**src/rtl/framebuffer_arbiter.sv**
```systemverilog
// Shares one pixel RAM: display reads win, host writes fill the back bank. Bank flips wait for frame_start.
// Reads return 3 cycles after rd_req. Host writes are held off by wr_ready during reads or while a flip is pending.
module framebuffer_arbiter #(
    parameter int PIXEL_ADDR_WIDTH = 10,
    parameter int DATA_WIDTH       = 18,
    parameter int STALL_CNT_WIDTH  = 16
) (
    input  logic                        clk_in,
    input  logic                        reset,
    input  logic                        rd_req,
    input  logic [PIXEL_ADDR_WIDTH-1:0] rd_addr,
    output logic [DATA_WIDTH-1:0]       rd_data,
    output logic                        rd_valid,
    input  logic                        wr_valid,
    output logic                        wr_ready,
    input  logic [PIXEL_ADDR_WIDTH-1:0] wr_addr,
    input  logic [DATA_WIDTH-1:0]       wr_data,
    input  logic                        swap_req,
    input  logic                        frame_start,
    output logic                        swap_pending,
    output logic                        display_bank,
    output logic [PIXEL_ADDR_WIDTH:0]   ram_addr,
    output logic                        ram_we,
    output logic [DATA_WIDTH-1:0]       ram_wdata,
    input  logic [DATA_WIDTH-1:0]       ram_rdata,
    output logic [STALL_CNT_WIDTH-1:0]  wr_stall_cycles
);

    typedef enum logic {S_IDLE = 1'b0, S_PENDING = 1'b1} swap_state_t;

    swap_state_t                 r_state;
    swap_state_t                 w_state_nxt;
    logic                        w_flip;
    logic                        w_swap_pending;
    logic                        w_wr_ready;
    logic                        w_wr_issue;
    logic                        r_display_bank;
    logic [PIXEL_ADDR_WIDTH:0]   r_ram_addr;
    logic                        r_ram_we;
    logic [DATA_WIDTH-1:0]       r_ram_wdata;
    logic                        r_rd_p1;
    logic                        r_rd_p2;
    logic                        r_rd_valid;
    logic [DATA_WIDTH-1:0]       r_rd_data;
    logic [STALL_CNT_WIDTH-1:0]  r_stall;

    always_ff @(posedge clk_in or posedge reset) begin
        if (reset) begin
            r_state <= S_IDLE;
        end else begin
            r_state <= w_state_nxt;
        end
    end

    // A swap_req coinciding with frame_start flips immediately and never enters PENDING.
    always_comb begin
        w_state_nxt = r_state;
        case (r_state)
            S_IDLE:    if (swap_req && !frame_start) w_state_nxt = S_PENDING;
            S_PENDING: if (frame_start) w_state_nxt = S_IDLE;
            default:   w_state_nxt = S_IDLE;
        endcase
    end

    always_comb begin
        w_swap_pending = 1'b0;
        w_flip         = 1'b0;
        case (r_state)
            S_IDLE:    w_flip = swap_req && frame_start;
            S_PENDING: begin
                w_swap_pending = 1'b1;
                w_flip         = frame_start;
            end
            default:   w_flip = 1'b0;
        endcase
    end

    assign w_wr_ready = !reset && !rd_req && !w_swap_pending;
    assign w_wr_issue = wr_valid && w_wr_ready;

    always_ff @(posedge clk_in or posedge reset) begin
        if (reset) begin
            r_display_bank <= 1'b0;
        end else if (w_flip) begin
            r_display_bank <= ~r_display_bank;
        end
    end

    // The bank bit is captured with the request, so a same-edge flip cannot retarget it.
    always_ff @(posedge clk_in or posedge reset) begin
        if (reset) begin
            r_ram_addr  <= '0;
            r_ram_we    <= 1'b0;
            r_ram_wdata <= '0;
            r_rd_p1     <= 1'b0;
        end else begin
            r_ram_we <= w_wr_issue;
            r_rd_p1  <= rd_req;
            if (rd_req) begin
                r_ram_addr <= {r_display_bank, rd_addr};
            end else if (w_wr_issue) begin
                r_ram_addr  <= {~r_display_bank, wr_addr};
                r_ram_wdata <= wr_data;
            end
        end
    end

    always_ff @(posedge clk_in or posedge reset) begin
        if (reset) begin
            r_rd_p2    <= 1'b0;
            r_rd_valid <= 1'b0;
            r_rd_data  <= '0;
        end else begin
            r_rd_p2    <= r_rd_p1;
            r_rd_valid <= r_rd_p2;
            if (r_rd_p2) begin
                r_rd_data <= ram_rdata;
            end
        end
    end

    always_ff @(posedge clk_in or posedge reset) begin
        if (reset) begin
            r_stall <= '0;
        end else if (wr_valid && !w_wr_ready && (r_stall != '1)) begin
            r_stall <= r_stall + {{(STALL_CNT_WIDTH-1){1'b0}}, 1'b1};
        end
    end

    assign rd_data         = r_rd_data;
    assign rd_valid        = r_rd_valid;
    assign wr_ready        = w_wr_ready;
    assign swap_pending    = w_swap_pending;
    assign display_bank    = r_display_bank;
    assign ram_addr        = r_ram_addr;
    assign ram_we          = r_ram_we;
    assign ram_wdata       = r_ram_wdata;
    assign wr_stall_cycles = r_stall;

endmodule

```
**config.mk**
```make
export PLATFORM = sky130hd
export DESIGN_NAME = framebuffer_arbiter
export DESIGN_NICKNAME = d
export VERILOG_FILES = /design/src/rtl/framebuffer_arbiter.sv
export SDC_FILE = /design/constraint.sdc
export NUM_CORES = 1
export LEC_CHECK = 0
export ABC_CLOCK_PERIOD_IN_PS = 6000
export BUFFER_PORTS_ARGS = -buffer_cell sky130_fd_sc_hd__buf_2
export CORE_MARGIN = 2
export CORE_UTILIZATION = 35
export CTS_CLUSTER_SIZE = 14
export DETAILED_ROUTE_END_ITERATION = 10
export PLACE_DENSITY = 0.7
export SYNTH_ARGS = -nofsm -noshare
export SYNTH_HDL_FRONTEND = slang
export SYNTH_SLANG_ARGS = --single-unit
```
**constraint.sdc**
```tcl
create_clock -name clk_in -period 6 [get_ports clk_in]
set_input_delay 1.2 -clock clk_in [delete_from_list [all_inputs] [get_ports clk_in]]
set_output_delay 1.2 -clock clk_in [all_outputs]
set_load 0.005 [all_outputs]
```
==> impl_results.html <==
<table>
<tr><th>Metric</th><th>Value</th></tr>
<tr><th colspan="2">Status</th></tr>
<tr><td>Status</td><td>complete, no violations</td></tr>
<tr><th colspan="2">Layout</th></tr>
<tr><td>Fill cells</td><td>710</td></tr>
<tr><td>Most frequent cells in the layout</td><td>sky130_fd_sc_hd__buf_2, sky130_fd_sc_hd__dfrtp_1, sky130_fd_sc_hd__mux2_2, sky130_fd_sc_hd__xor2_1, sky130_fd_sc_hd__clkbuf_8</td></tr>
<tr><td>Final Instance Count excl. Fillers</td><td>435</td></tr>
<tr><td>Post-route cell area</td><td>3740 um2</td></tr>
<tr><td>Fraction of layout cells with a size suffix above 1</td><td>57.1%</td></tr>
<tr><td>Area Overhead vs Synth</td><td>33.9%</td></tr>
<tr><td>Antenna cell count</td><td>0</td></tr>
<tr><td>Leading cell type in the layout, fill and taps excluded</td><td>sky130_fd_sc_hd__buf_2</td></tr>
<tr><td>Fin nets</td><td>392</td></tr>
<tr><th colspan="2">Hold path</th></tr>
<tr><td>Worst min-delay path endpoint</td><td>r_rd_p2</td></tr>
<tr><td>Hold depth</td><td>0</td></tr>
<tr><td>Worst Min Path Start</td><td>r_rd_p1</td></tr>
<tr><td>Path class of the lowest-slack min-delay path</td><td>flip-flop to flip-flop</td></tr>
<tr><th colspan="2">Global route</th></tr>
<tr><td>Combined global-route utilization of all metal layers</td><td>14.1%</td></tr>
<tr><td>Number of antenna violations at the first check in global routing</td><td>0</td></tr>
<tr><td>Largest net degree at the start of global routing</td><td>55</td></tr>
<tr><td>First-pass GRT wire length</td><td>9470 um</td></tr>
<tr><td>GR Overflow Total</td><td>0</td></tr>
<tr><td>Via count of the first global-routing pass</td><td>2024</td></tr>
<tr><th colspan="2">CTS</th></tr>
<tr><td>CTS root buf</td><td>sky130_fd_sc_hd__clkbuf_8</td></tr>
<tr><td>Maximum level of the CTS H-tree</td><td>3</td></tr>
<tr><td>TritonCTS clock tree</td><td>yes</td></tr>
<tr><td>Clock buffer count from CTS</td><td>9</td></tr>
<tr><td>CTS clock-pin slew for the worst setup and hold paths</td><td>70 ps</td></tr>
<tr><td>Quantity of hold-fixing buffers added after cts</td><td>0</td></tr>
<tr><td>Clock sink count</td><td>69</td></tr>
<tr><td>Maximum number of buffers from clock root to sink</td><td>2</td></tr>
<tr><td>Post-CTS Resized</td><td>0</td></tr>
<tr><td>Post-CTS setup repair buffer count</td><td>0</td></tr>
<tr><td>Clock network latency to the later pin of the worst-skew pair</td><td>340 ps</td></tr>
<tr><th colspan="2">STA</th></tr>
<tr><td>Part of the cycle the worst path needs</td><td>50.5%</td></tr>
<tr><td>Slew HR</td><td>52.4%</td></tr>
<tr><td>Number of endpoints with negative hold slack in the final report</td><td>0</td></tr>
<tr><td>Final sum of negative setup slack</td><td>0 ps</td></tr>
<tr><td>Max-slew violation count</td><td>0</td></tr>
<tr><td>Setup repair after global routing missed its margin</td><td>no</td></tr>
<tr><td>Highest achievable clock rate</td><td>0.330 GHz</td></tr>
<tr><td>Final worst slack</td><td>2970 ps</td></tr>
<tr><td>Slew of the pin with the lowest slew margin</td><td>714 ps</td></tr>
<tr><td>Setup violators final</td><td>0</td></tr>
<tr><td>Setup clock skew after layout</td><td>8.88 ps</td></tr>
<tr><td>Shortest clock period the worst path allows after layout</td><td>3030 ps</td></tr>
<tr><th colspan="2">Worst setup path</th></tr>
<tr><td>Worst setup path category</td><td>input port to output port</td></tr>
<tr><td>Reg-to-Reg Start</td><td>r_state</td></tr>
<tr><td>Maximum net fanout on the critical path</td><td>15</td></tr>
<tr><td>Worst endpoint data arrival time</td><td>1830 ps</td></tr>
<tr><td>Nature of the critical path endpoint</td><td>output port</td></tr>
<tr><td>Reg2reg end</td><td>ram_addr[10]</td></tr>
<tr><td>Setup slack, reg-to-reg</td><td>4070 ps</td></tr>
<tr><td>Worst r2r path cells</td><td>5</td></tr>
<tr><td>Required arrival time at the worst endpoint</td><td>4800 ps</td></tr>
<tr><td>Type of origin of the critical path</td><td>input port</td></tr>
<tr><th colspan="2">Yosys</th></tr>
<tr><td>Number of nets produced by synthesis</td><td>259</td></tr>
<tr><td>Share of synthesized area occupied by flip-flops and latches</td><td>61.8%</td></tr>
<tr><td>Number of flip-flops and latches in the synthesized netlist</td><td>69</td></tr>
<tr><td>Post-synth design cell area</td><td>2790 um2</td></tr>
<tr><td>Gate count of the mapped netlist</td><td>196</td></tr>
<tr><td>Number of warnings issued by yosys</td><td>0</td></tr>
<tr><td>Synthesized area per cell</td><td>14.3 um2</td></tr>
<tr><td>Number of distinct library cells after synthesis</td><td>34</td></tr>
<tr><th colspan="2">Floorplanning</th></tr>
<tr><td>Vertical extent of the die</td><td>93.3 um</td></tr>
<tr><td>Number of placement rows</td><td>32</td></tr>
<tr><td>Ports placed on the boundary</td><td>130</td></tr>
<tr><td>Effective utilization at floorplan</td><td>36.2%</td></tr>
<tr><td>Area of the core</td><td>7730 um2</td></tr>
<tr><td>Die area</td><td>8710 um2</td></tr>
<tr><td>Die Wd</td><td>93.3 um</td></tr>
<tr><th colspan="2">Drt</th></tr>
<tr><td>Vias</td><td>2035</td></tr>
<tr><td>Detailed-route vias per instance</td><td>4.68</td></tr>
<tr><td>Post-DRT Antenna Nets</td><td>0</td></tr>
<tr><td>DRC violations left</td><td>0</td></tr>
<tr><td>Wire per inst</td><td>13.8 um</td></tr>
<tr><td>Drt first-iter violations</td><td>77</td></tr>
<tr><td>Routed WL</td><td>5990 um</td></tr>
<tr><td>Router iterations before antenna repair</td><td>4</td></tr>
<tr><th colspan="2">Power</th></tr>
<tr><td>Leakage power</td><td>1.92 nW</td></tr>
<tr><td>Power density over the cells</td><td>330 nW/um2</td></tr>
<tr><td>Overall power consumption</td><td>1.23 mW</td></tr>
<tr><td>Maximum vdd drop</td><td>0.122 mV</td></tr>
<tr><th colspan="2">Placed design</th></tr>
<tr><td>Routability cong.</td><td>0.786</td></tr>
<tr><td>Placed Instance Area</td><td>3540 um2</td></tr>
<tr><td>Post-detail-place hpwl</td><td>4500 um</td></tr>
<tr><td>Buffers added on ports</td><td>129</td></tr>
<tr><td>Worst setup slack before clock tree synthesis</td><td>2950 ps</td></tr>
<tr><td>Dpl cells</td><td>420</td></tr>
<tr><th colspan="2">Run</th></tr>
<tr><td>Number of max-cap violations</td><td>0</td></tr>
</table>
## worst max-delay path: stages
cell and delay [ps]:
sky130_fd_sc_hd__buf_2 190, sky130_fd_sc_hd__nor3_1 270, sky130_fd_sc_hd__buf_2 160
## cells in the mapped netlist, drive strengths merged
library cell,instances,area share [%]
o31ai,1,0.45
or2,1,0.22
ha,1,0.45
nor3,7,1.3
a221o,1,0.36
a21o,10,2.7
nor2b,1,0.22
nand4,4,1.1
nand3,5,0.90
dfrtp,69,62
mux2,37,15
a311oi,1,0.31
and2,1,0.22
nor2,6,0.90
or3b,1,0.40
nor4b,1,0.54
xnor2,1,0.31
nor4,2,0.99
nor3b,2,0.54
o21ai,1,0.18
nand2,3,0.40
or3,1,0.22
a211oi,2,0.54
a22o,10,3.1
clkbuf,5,0.67
xor2,15,4.7
inv,1,0.13
and4,2,0.63
buf,4,0.81
## how the worst max path moves through the flow
| stage | slack, ps | depth (start not counted) | end | from |
|---|---|---|---|---|
| 2_1_floorplan | 3060 | 1 | display_bank | reset |
| 3_3_place_gp | 3010 | 3 | wr_ready | rd_req |
| 3_5_place_dp | 2950 | 3 | wr_ready | rd_req |
| 4_1_cts | 2950 | 3 | wr_ready | rd_req |
| 5_1_grt | 2920 | 3 | wr_ready | rd_req |
| 6_report | 2970 | 3 | wr_ready | rd_req |
## layer usage
metal	vias to the layer above	GRT usage [%]	wire, um
met3	9	2.82	320
met1	984	16.6	2580
met4	0	7.72	104
met5	-	0	0
li1	970	-	-
met2	72	23.9	2980
## state kept, by name, summed over array words and instances (netlist names)
signal           cells
display_bank         1
r_rd_p1              1
rd_valid             1
r_rd_p2              1
wr_stall_cycles     16
ram_we               1
rd_data             18
ram_addr            11
r_state              1
ram_wdata           18
## stage by stage
step	hold slack (ps)	util [%]
2_1_floorplan	331	-
3_3_place_gp	331	45.8
3_5_place_dp	340	45.8
4_1_cts	347	48.4
5_1_grt	347	48.4
6_report	343	48.4
## cell type report
class                      instances  area, um2  share of cell area [%]
tap                              102        128                    3.41
multi-input combinational        117       1020                    27.3
timing repair buffer             131        661                    17.7
clock buffer                      11        151                    4.05
clock inverter                     4       47.5                    1.27
inverter                           1       3.75                   0.100
sequential                        69       1730                    46.2
## cells by family after synthesis
group,share of synthesized area (%)
multiplexers,14.9
adder cells (fa/ha/maj),0.448
flip-flops,61.8
AND/OR/NAND/NOR,8.55
XOR/XNOR,5.02
AO/OA/AOI/OAI,7.66
buffers and inverters,1.61
## power breakdown
| group | total [mW] | leakage, nW | switching [mW] | internal (mW) |
|---|---|---|---|---|
| clock network | 0.375 | 0.101 | 0.165 | 0.211 |
| registers | 0.626 | 0.833 | 0.0773 | 0.549 |
| logic | 0.232 | 0.987 | 0.0957 | 0.137 |
| total | 1.23 | 1.92 | 0.338 | 0.896 |
Power figures use the tool's default switching activity.
